`config.mk`:
```
export PLATFORM = sky130hd
export DESIGN_NAME = if_stage
export DESIGN_NICKNAME = d
export VERILOG_FILES = /design/src/rtl/if_stage_pkg.sv /design/src/rtl/if_skid_buf.sv /design/src/rtl/if_stage.sv
export SDC_FILE = /design/constraint.sdc
export NUM_CORES = 1
export LEC_CHECK = 0
export CAP_MARGIN = 25
export CORE_MARGIN = 3
export CORE_UTILIZATION = 57
export DETAILED_ROUTE_END_ITERATION = 12
export DONT_BUFFER_PORTS = 1
export GPL_TIMING_DRIVEN = 0
export PLACE_DENSITY = 0.81
export RECOVER_POWER = 50
export SLEW_MARGIN = 10
export SYNTH_ARGS = -nofsm -noshare
export SYNTH_HDL_FRONTEND = slang
export SYNTH_HIERARCHICAL = 1
export SYNTH_SLANG_ARGS = --single-unit
```
`constraint.sdc`:
```
create_clock -name clk -period 3 [get_ports clk]
set_clock_uncertainty 0.15 [all_clocks]
set_input_delay 0.45 -clock clk [delete_from_list [all_inputs] [get_ports clk]]
set_output_delay 0.45 -clock clk [all_outputs]
set_load 0.05 [all_outputs]
```
`src/rtl/if_stage_pkg.sv`:
```
// Shared definitions for the instruction-fetch stage: bus widths, NOP encoding
// and IF state encoding. Decode imports the same constants.
package if_stage_pkg;

    localparam int IF_PC_W    = 32;
    localparam int IF_INSTR_W = 32;

    // Opcode 2'b00 with all-zero fields is a no-op in decode.
    localparam logic [IF_INSTR_W-1:0] IF_NOP = '0;

    typedef enum logic [1:0] {
        IF_IDLE  = 2'd0,
        IF_FETCH = 2'd1,
        IF_HOLD  = 2'd2
    } if_state_t;

endpackage

```
`src/rtl/if_skid_buf.sv`:
```
// Single-entry {instr, pc} holding register that catches the word fetched while
// decode is stalled. Clear wins over load.
module if_skid_buf #(
    parameter int INSTR_W = 32,
    parameter int PC_W    = 32
) (
    input  logic               clk,
    input  logic               rst,
    input  logic               load,
    input  logic               unload,
    input  logic               clear,
    input  logic [INSTR_W-1:0] load_instr,
    input  logic [PC_W-1:0]    load_pc,
    output logic [INSTR_W-1:0] held_instr,
    output logic [PC_W-1:0]    held_pc,
    output logic               full
);

    always_ff @(posedge clk or posedge rst) begin
        if (rst) begin
            full <= 1'b0;
        end else if (clear || unload) begin
            full <= 1'b0;
        end else if (load) begin
            full <= 1'b1;
        end
    end

    // Payload is only meaningful while full is set, so it carries no reset.
    always_ff @(posedge clk) begin
        if (load) begin
            held_instr <= load_instr;
            held_pc    <= load_pc;
        end
    end

endmodule

```
`src/rtl/if_stage.sv`:
```
// Instruction-fetch stage: PC generation, req/ack imem port, IF/ID register,
// decode stall with one-entry skid, EX redirect. Optional IF_PERF_CNT_EN adds
// fetch/bubble counters.
module if_stage
    import if_stage_pkg::*;
#(
    parameter int              PC_W     = IF_PC_W,
    parameter int              INSTR_W  = IF_INSTR_W,
    parameter logic [PC_W-1:0] RESET_PC = '0,
    parameter int              PC_STEP  = 1
) (
    input  logic               clk,
    input  logic               rst,
    input  logic               stall_i,
    input  logic               redirect_i,
    input  logic [PC_W-1:0]    redirect_pc_i,
    output logic               imem_req_o,
    output logic [PC_W-1:0]    imem_addr_o,
    input  logic               imem_ack_i,
    input  logic [INSTR_W-1:0] imem_rdata_i,
    output logic [INSTR_W-1:0] ir_o,
    output logic [PC_W-1:0]    pc_o,
    output logic               valid_o
`ifdef IF_PERF_CNT_EN
    ,
    output logic [31:0]        fetch_cnt_o,
    output logic [31:0]        bubble_cnt_o
`endif
);

    function automatic logic [PC_W-1:0] pc_inc(input logic [PC_W-1:0] pc_cur);
        return pc_cur + PC_W'(PC_STEP);
    endfunction

    if_state_t           state, state_next;
    logic [PC_W-1:0]     pc;
    logic                accept;
    logic                to_ifid;
    logic                to_skid;
    logic                unload;
    logic [INSTR_W-1:0]  skid_instr;
    logic [PC_W-1:0]     skid_pc;
    logic                skid_full;

    // An ack only counts while we are actually requesting and not being flushed.
    assign accept  = (state == IF_FETCH) && imem_ack_i && !redirect_i;
    assign to_ifid = accept && (!stall_i || !valid_o);
    assign to_skid = accept && stall_i && valid_o;
    assign unload  = (state == IF_HOLD) && !stall_i && !redirect_i;

    assign imem_addr_o = pc;

    always_ff @(posedge clk or posedge rst) begin
        if (rst) begin
            state <= IF_IDLE;
        end else begin
            state <= state_next;
        end
    end

    always_comb begin
        state_next = state;
        imem_req_o = 1'b0;
        case (state)
            IF_IDLE: begin
                state_next = IF_FETCH;
            end
            IF_FETCH: begin
                imem_req_o = 1'b1;
                if (to_skid) begin
                    state_next = IF_HOLD;
                end
            end
            IF_HOLD: begin
                if (!stall_i) begin
                    state_next = IF_FETCH;
                end
            end
            default: begin
                state_next = IF_IDLE;
            end
        endcase
        if (redirect_i) begin
            state_next = IF_FETCH;
        end
    end

    if_skid_buf #(
        .INSTR_W (INSTR_W),
        .PC_W    (PC_W)
    ) u_skid (
        .clk        (clk),
        .rst        (rst),
        .load       (to_skid),
        .unload     (unload),
        .clear      (redirect_i),
        .load_instr (imem_rdata_i),
        .load_pc    (pc),
        .held_instr (skid_instr),
        .held_pc    (skid_pc),
        .full       (skid_full)
    );

    always_ff @(posedge clk or posedge rst) begin
        if (rst) begin
            pc <= RESET_PC;
        end else if (redirect_i) begin
            pc <= redirect_pc_i;
        end else if (accept) begin
            pc <= pc_inc(pc);
        end
    end

    // IF/ID pipeline register boundary
    always_ff @(posedge clk or posedge rst) begin
        if (rst) begin
            ir_o    <= INSTR_W'(IF_NOP);
            pc_o    <= '0;
            valid_o <= 1'b0;
        end else if (redirect_i) begin
            ir_o    <= INSTR_W'(IF_NOP);
            valid_o <= 1'b0;
        end else if (to_ifid) begin
            ir_o    <= imem_rdata_i;
            pc_o    <= pc;
            valid_o <= 1'b1;
        end else if (unload && skid_full) begin
            ir_o    <= skid_instr;
            pc_o    <= skid_pc;
            valid_o <= 1'b1;
        end else if ((state == IF_FETCH) && !imem_ack_i && !stall_i) begin
            valid_o <= 1'b0;
        end
    end

`ifdef IF_PERF_CNT_EN
    always_ff @(posedge clk or posedge rst) begin
        if (rst) begin
            fetch_cnt_o  <= '0;
            bubble_cnt_o <= '0;
        end else begin
            if (accept) begin
                fetch_cnt_o <= fetch_cnt_o + 32'd1;
            end
            if ((state != IF_IDLE) && !valid_o && !stall_i) begin
                bubble_cnt_o <= bubble_cnt_o + 32'd1;
            end
        end
    end
`endif

endmodule

```
==> results.sh <==
export IMPL_combPwrFrac_pct=8.3
export IMPL_pre_cts_ws_ps=414
export IMPL_hold_viol_final=0
export IMPL_yosysTopAreaCell="dfrtp_1"
export IMPL_busiest_layer="met2"
export IMPL_setup_viol=0
export IMPL_cp_slowest_cell="dfrtp_1"
export IMPL_multi_input_area_um2=2480
export IMPL_p_sw_uw=1960
export IMPL_detail_route_antenna_nets=0
export IMPL_async_flop_share_pct=61.0
export IMPL_fp_dieW_um=118
export IMPL_gp_congestion=0.807
export IMPL_cp_required_ps=3190
export IMPL_cts_repair_resized=0
export IMPL_grt_ovfl_total=0
export IMPL_met2_usage_pct=41.5
export IMPL_status="complete, no violations"
export IMPL_final_net_count=737
export IMPL_clockBufferDepth=2
export IMPL_p_sw_share_pct=32.2
export IMPL_drive_gt1_share_pct=7.94
export IMPL_drt_vias_per_instance=6.22
export IMPL_leakagePower_uw=0.00352
export IMPL_area_growth_pct=18.2
export IMPL_holdCritPathClass="input pin to register"
export IMPL_tritoncts="done"
export IMPL_pwr_share_clk_pct=36.9
export IMPL_core_um2=12100
export IMPL_period_share_pct=87.6
export IMPL_fill_cells=893
export IMPL_ys_seq_elements=164
export IMPL_routed_wl_um=17800
export IMPL_synth_edff_count=64
export IMPL_num_antenna_cells=0
export IMPL_dr_pass1_iters=5
export IMPL_synthCells=604
export IMPL_via_count=5272
export IMPL_first_iter_violations=357
export IMPL_clock_latency_ps=420
export IMPL_startpoint_type="register"
export IMPL_cp_cell_sequence="ha_1 > clkbuf_1 > nand2_1 > or4_1 > a31oi_1"
export IMPL_root_buffer="clkbuf_16"
export IMPL_yosysSeqAreaShare_pct=62.3
export IMPL_syn_area_um2=7100
export IMPL_cp_slowest_stage_delay_ps=780
export IMPL_grt_max_degree=49
export IMPL_dp_cells=776
export IMPL_clock_sinks=164
export IMPL_cp_max_fo=8
export IMPL_yosys_warnings=6
export IMPL_period_needed_ps=2630
export IMPL_met1_usage_pct=33.8
export IMPL_p_int_uw=4120
export IMPL_maxCapViolations=0
export IMPL_crit_type="register to register"
export IMPL_ys_types=47
export IMPL_first_global_vias=5263
export IMPL_die_area_um2=13800
export IMPL_synth_top_cell_area_share_pct=35.2
export IMPL_post_cts_setup_buffers=0
export IMPL_yosysMostFrequentCell="dfrtp_1"
export IMPL_row_count=40
export IMPL_io_pins=167
export IMPL_setup_ws_ps=372
export IMPL_numPortBuffers=0
export IMPL_grt_pass1_wl_um=28400
export IMPL_tightest_slew_ps=1450
export IMPL_seqPwrFrac_pct=54.8
export IMPL_wire_per_inst_um=21.0
export IMPL_grt_antenna_before_repair=0
export IMPL_place_detailed_hpwl_um=12500
export IMPL_rsz0062_at_grt="no"
export IMPL_crit_arrival_ps=2820
export IMPL_cts_hold_buf=38
export IMPL_fmaxAchievable_mhz=380
export IMPL_drc_errors=0
export IMPL_regArea_um2=4420
export IMPL_clkSlewWorstSetupHoldPaths_ps=60
export IMPL_avgSynthCellArea_um2=11.8
export IMPL_r2r_cells=5
export IMPL_netlist_top_cells_count="dfrtp_1 (100), o21ai_0 (73), mux2i_1 (65)"
export IMPL_p_per_area_nw_per_um2=724
export IMPL_slew_violations=0
export IMPL_h_tree_depth=4
export IMPL_vdd_drop_max_mv=0.428
export IMPL_start_util_pct=58.6
export IMPL_cts_made_buffers=17
export IMPL_die_y_um=118
export IMPL_synth_flop_cell="dfrtp_1"
export IMPL_relSlewSlack_pct=3.55
export IMPL_whs_path_depth=2
export IMPL_final_cells=848
export IMPL_synth_nets=674
export IMPL_grt_usage_pct=26.2
export IMPL_grt_use_met3_pct=7.40
export IMPL_cp_end_kind="register"
export IMPL_synth_area_leaders="dfrtp_1 (35%), edfxtp_1 (27%), mux2i_1 (9.2%), o21ai_0 (5.1%), nand2_1 (3.2%)"
==> final cells by class <==
cell class / instances / area share [%]
Sequential cell: 164 / 52.7
Multi-Input combinational cell: 394 / 29.5
Buffer: 40 / 2.12
Clock inverter: 8 / 1.48
Clock buffer: 24 / 5.86
Timing Repair Buffer: 44 / 5.53
Tap cell: 168 / 2.50
Inverter: 6 / 0.283
==> registers in the layout, summed over array words and instances, names as in the netlist <==
register           cells
imem_addr_o           32
ir_o                  32
pc_o                  32
u_skid/held_instr     32
u_skid/held_pc        32
state                  2
u_skid/full            1
valid_o                1
==> metrics by stage <==
stage               area (µm²)  hold WS, ps  utilization [%]  power (µW)  setup TNS (ps)
finish                    8400         7.54             69.3        6080               0
detailed placement        7410         31.3             61.2        3840               0
global route              8400         4.10             69.3        6300               0
CTS                       8400        0.696             69.4        6100               0
floorplan                 7110         28.7                -        3660               0
global placement          7320         32.7             60.4        3790           -1.81
==> power by group through the flow <==
stage          clock network (µW)  logic, µW  registers, µW
3_3_place_gp                    0        426           3370
2_1_floorplan                   0        353           3300
5_1_grt                      2370        569           3360
6_report                     2250        505           3330
3_5_place_dp                    0        462           3380
4_1_cts                      2270        508           3330
==> worst max-delay path: cells and delay by family (launching register included) <==
| family | cells | cell delay, ps |
|---|---|---|
| compound gates | 1 | 190 |
| buf+inv | 1 | 340 |
| flops | 1 | 780 |
| simple gates | 2 | 810 |
| fa+ha+maj | 1 | 260 |
==> per-layer routing <==
layer	up-vias	wire length [µm]
li1	2381	-
met1	2616	7180
met2	244	8730
met3	31	1440
met4	0	472
met5	-	0
==> layout by cell type, fill, tap and decap left out, types with 2 or more instances in the layout <==
cell,n
dfrtp_1,100
o21ai_0,73
mux2i_1,65
edfxtp_1,64
nand2_1,61
nand3_1,41
dlygate4sd3_1,38
clkbuf_1,23
nor2_1,17
a31oi_1,17
clkbuf_16,17
nand4_1,14
or4_1,14
buf_2,13
o31ai_1,13
o21ai_1,10
or3_1,8
xor2_1,8
buf_1,6
and3_1,5
inv_1,5
o211ai_1,4
a21oi_1,4
nor2b_1,4
clkbuf_8,4
and4_1,3
and2_1,3
nor3b_1,3
nor3_1,3
bufinv_16,3
a22oi_1,2
nor4b_1,2
buf_4,2
xnor2_1,2
nand2b_1,2
clkinvlp_4,2
clkinv_2,2
dlymetal6s4s_1,2
==> kinds of logic after synthesis <==
family / share of synthesized area, %
adder cells (fa/ha/maj): 0.176
XOR/XNOR: 1.23
multiplexers: 9.16
AND/OR/NAND/NOR: 14.0
flip-flops: 62.3
buffers and inverters: 2.82
AO/OA/AOI/OAI: 10.4
==> final timing paths <==
kind,start,endpoint,slack (ps)
max in group asynchronous,rst,ir_o[7],530
hold reg to reg,u_skid/held_pc[31],pc_o[31],380
setup reg to reg,imem_addr_o[1],imem_addr_o[16],370
hold / removal,redirect_pc_i[7],imem_addr_o[7],8
setup / recovery,imem_addr_o[1],imem_addr_o[16],370
min in group asynchronous,rst,u_skid/full,210
Power figures use the tool's default switching activity.
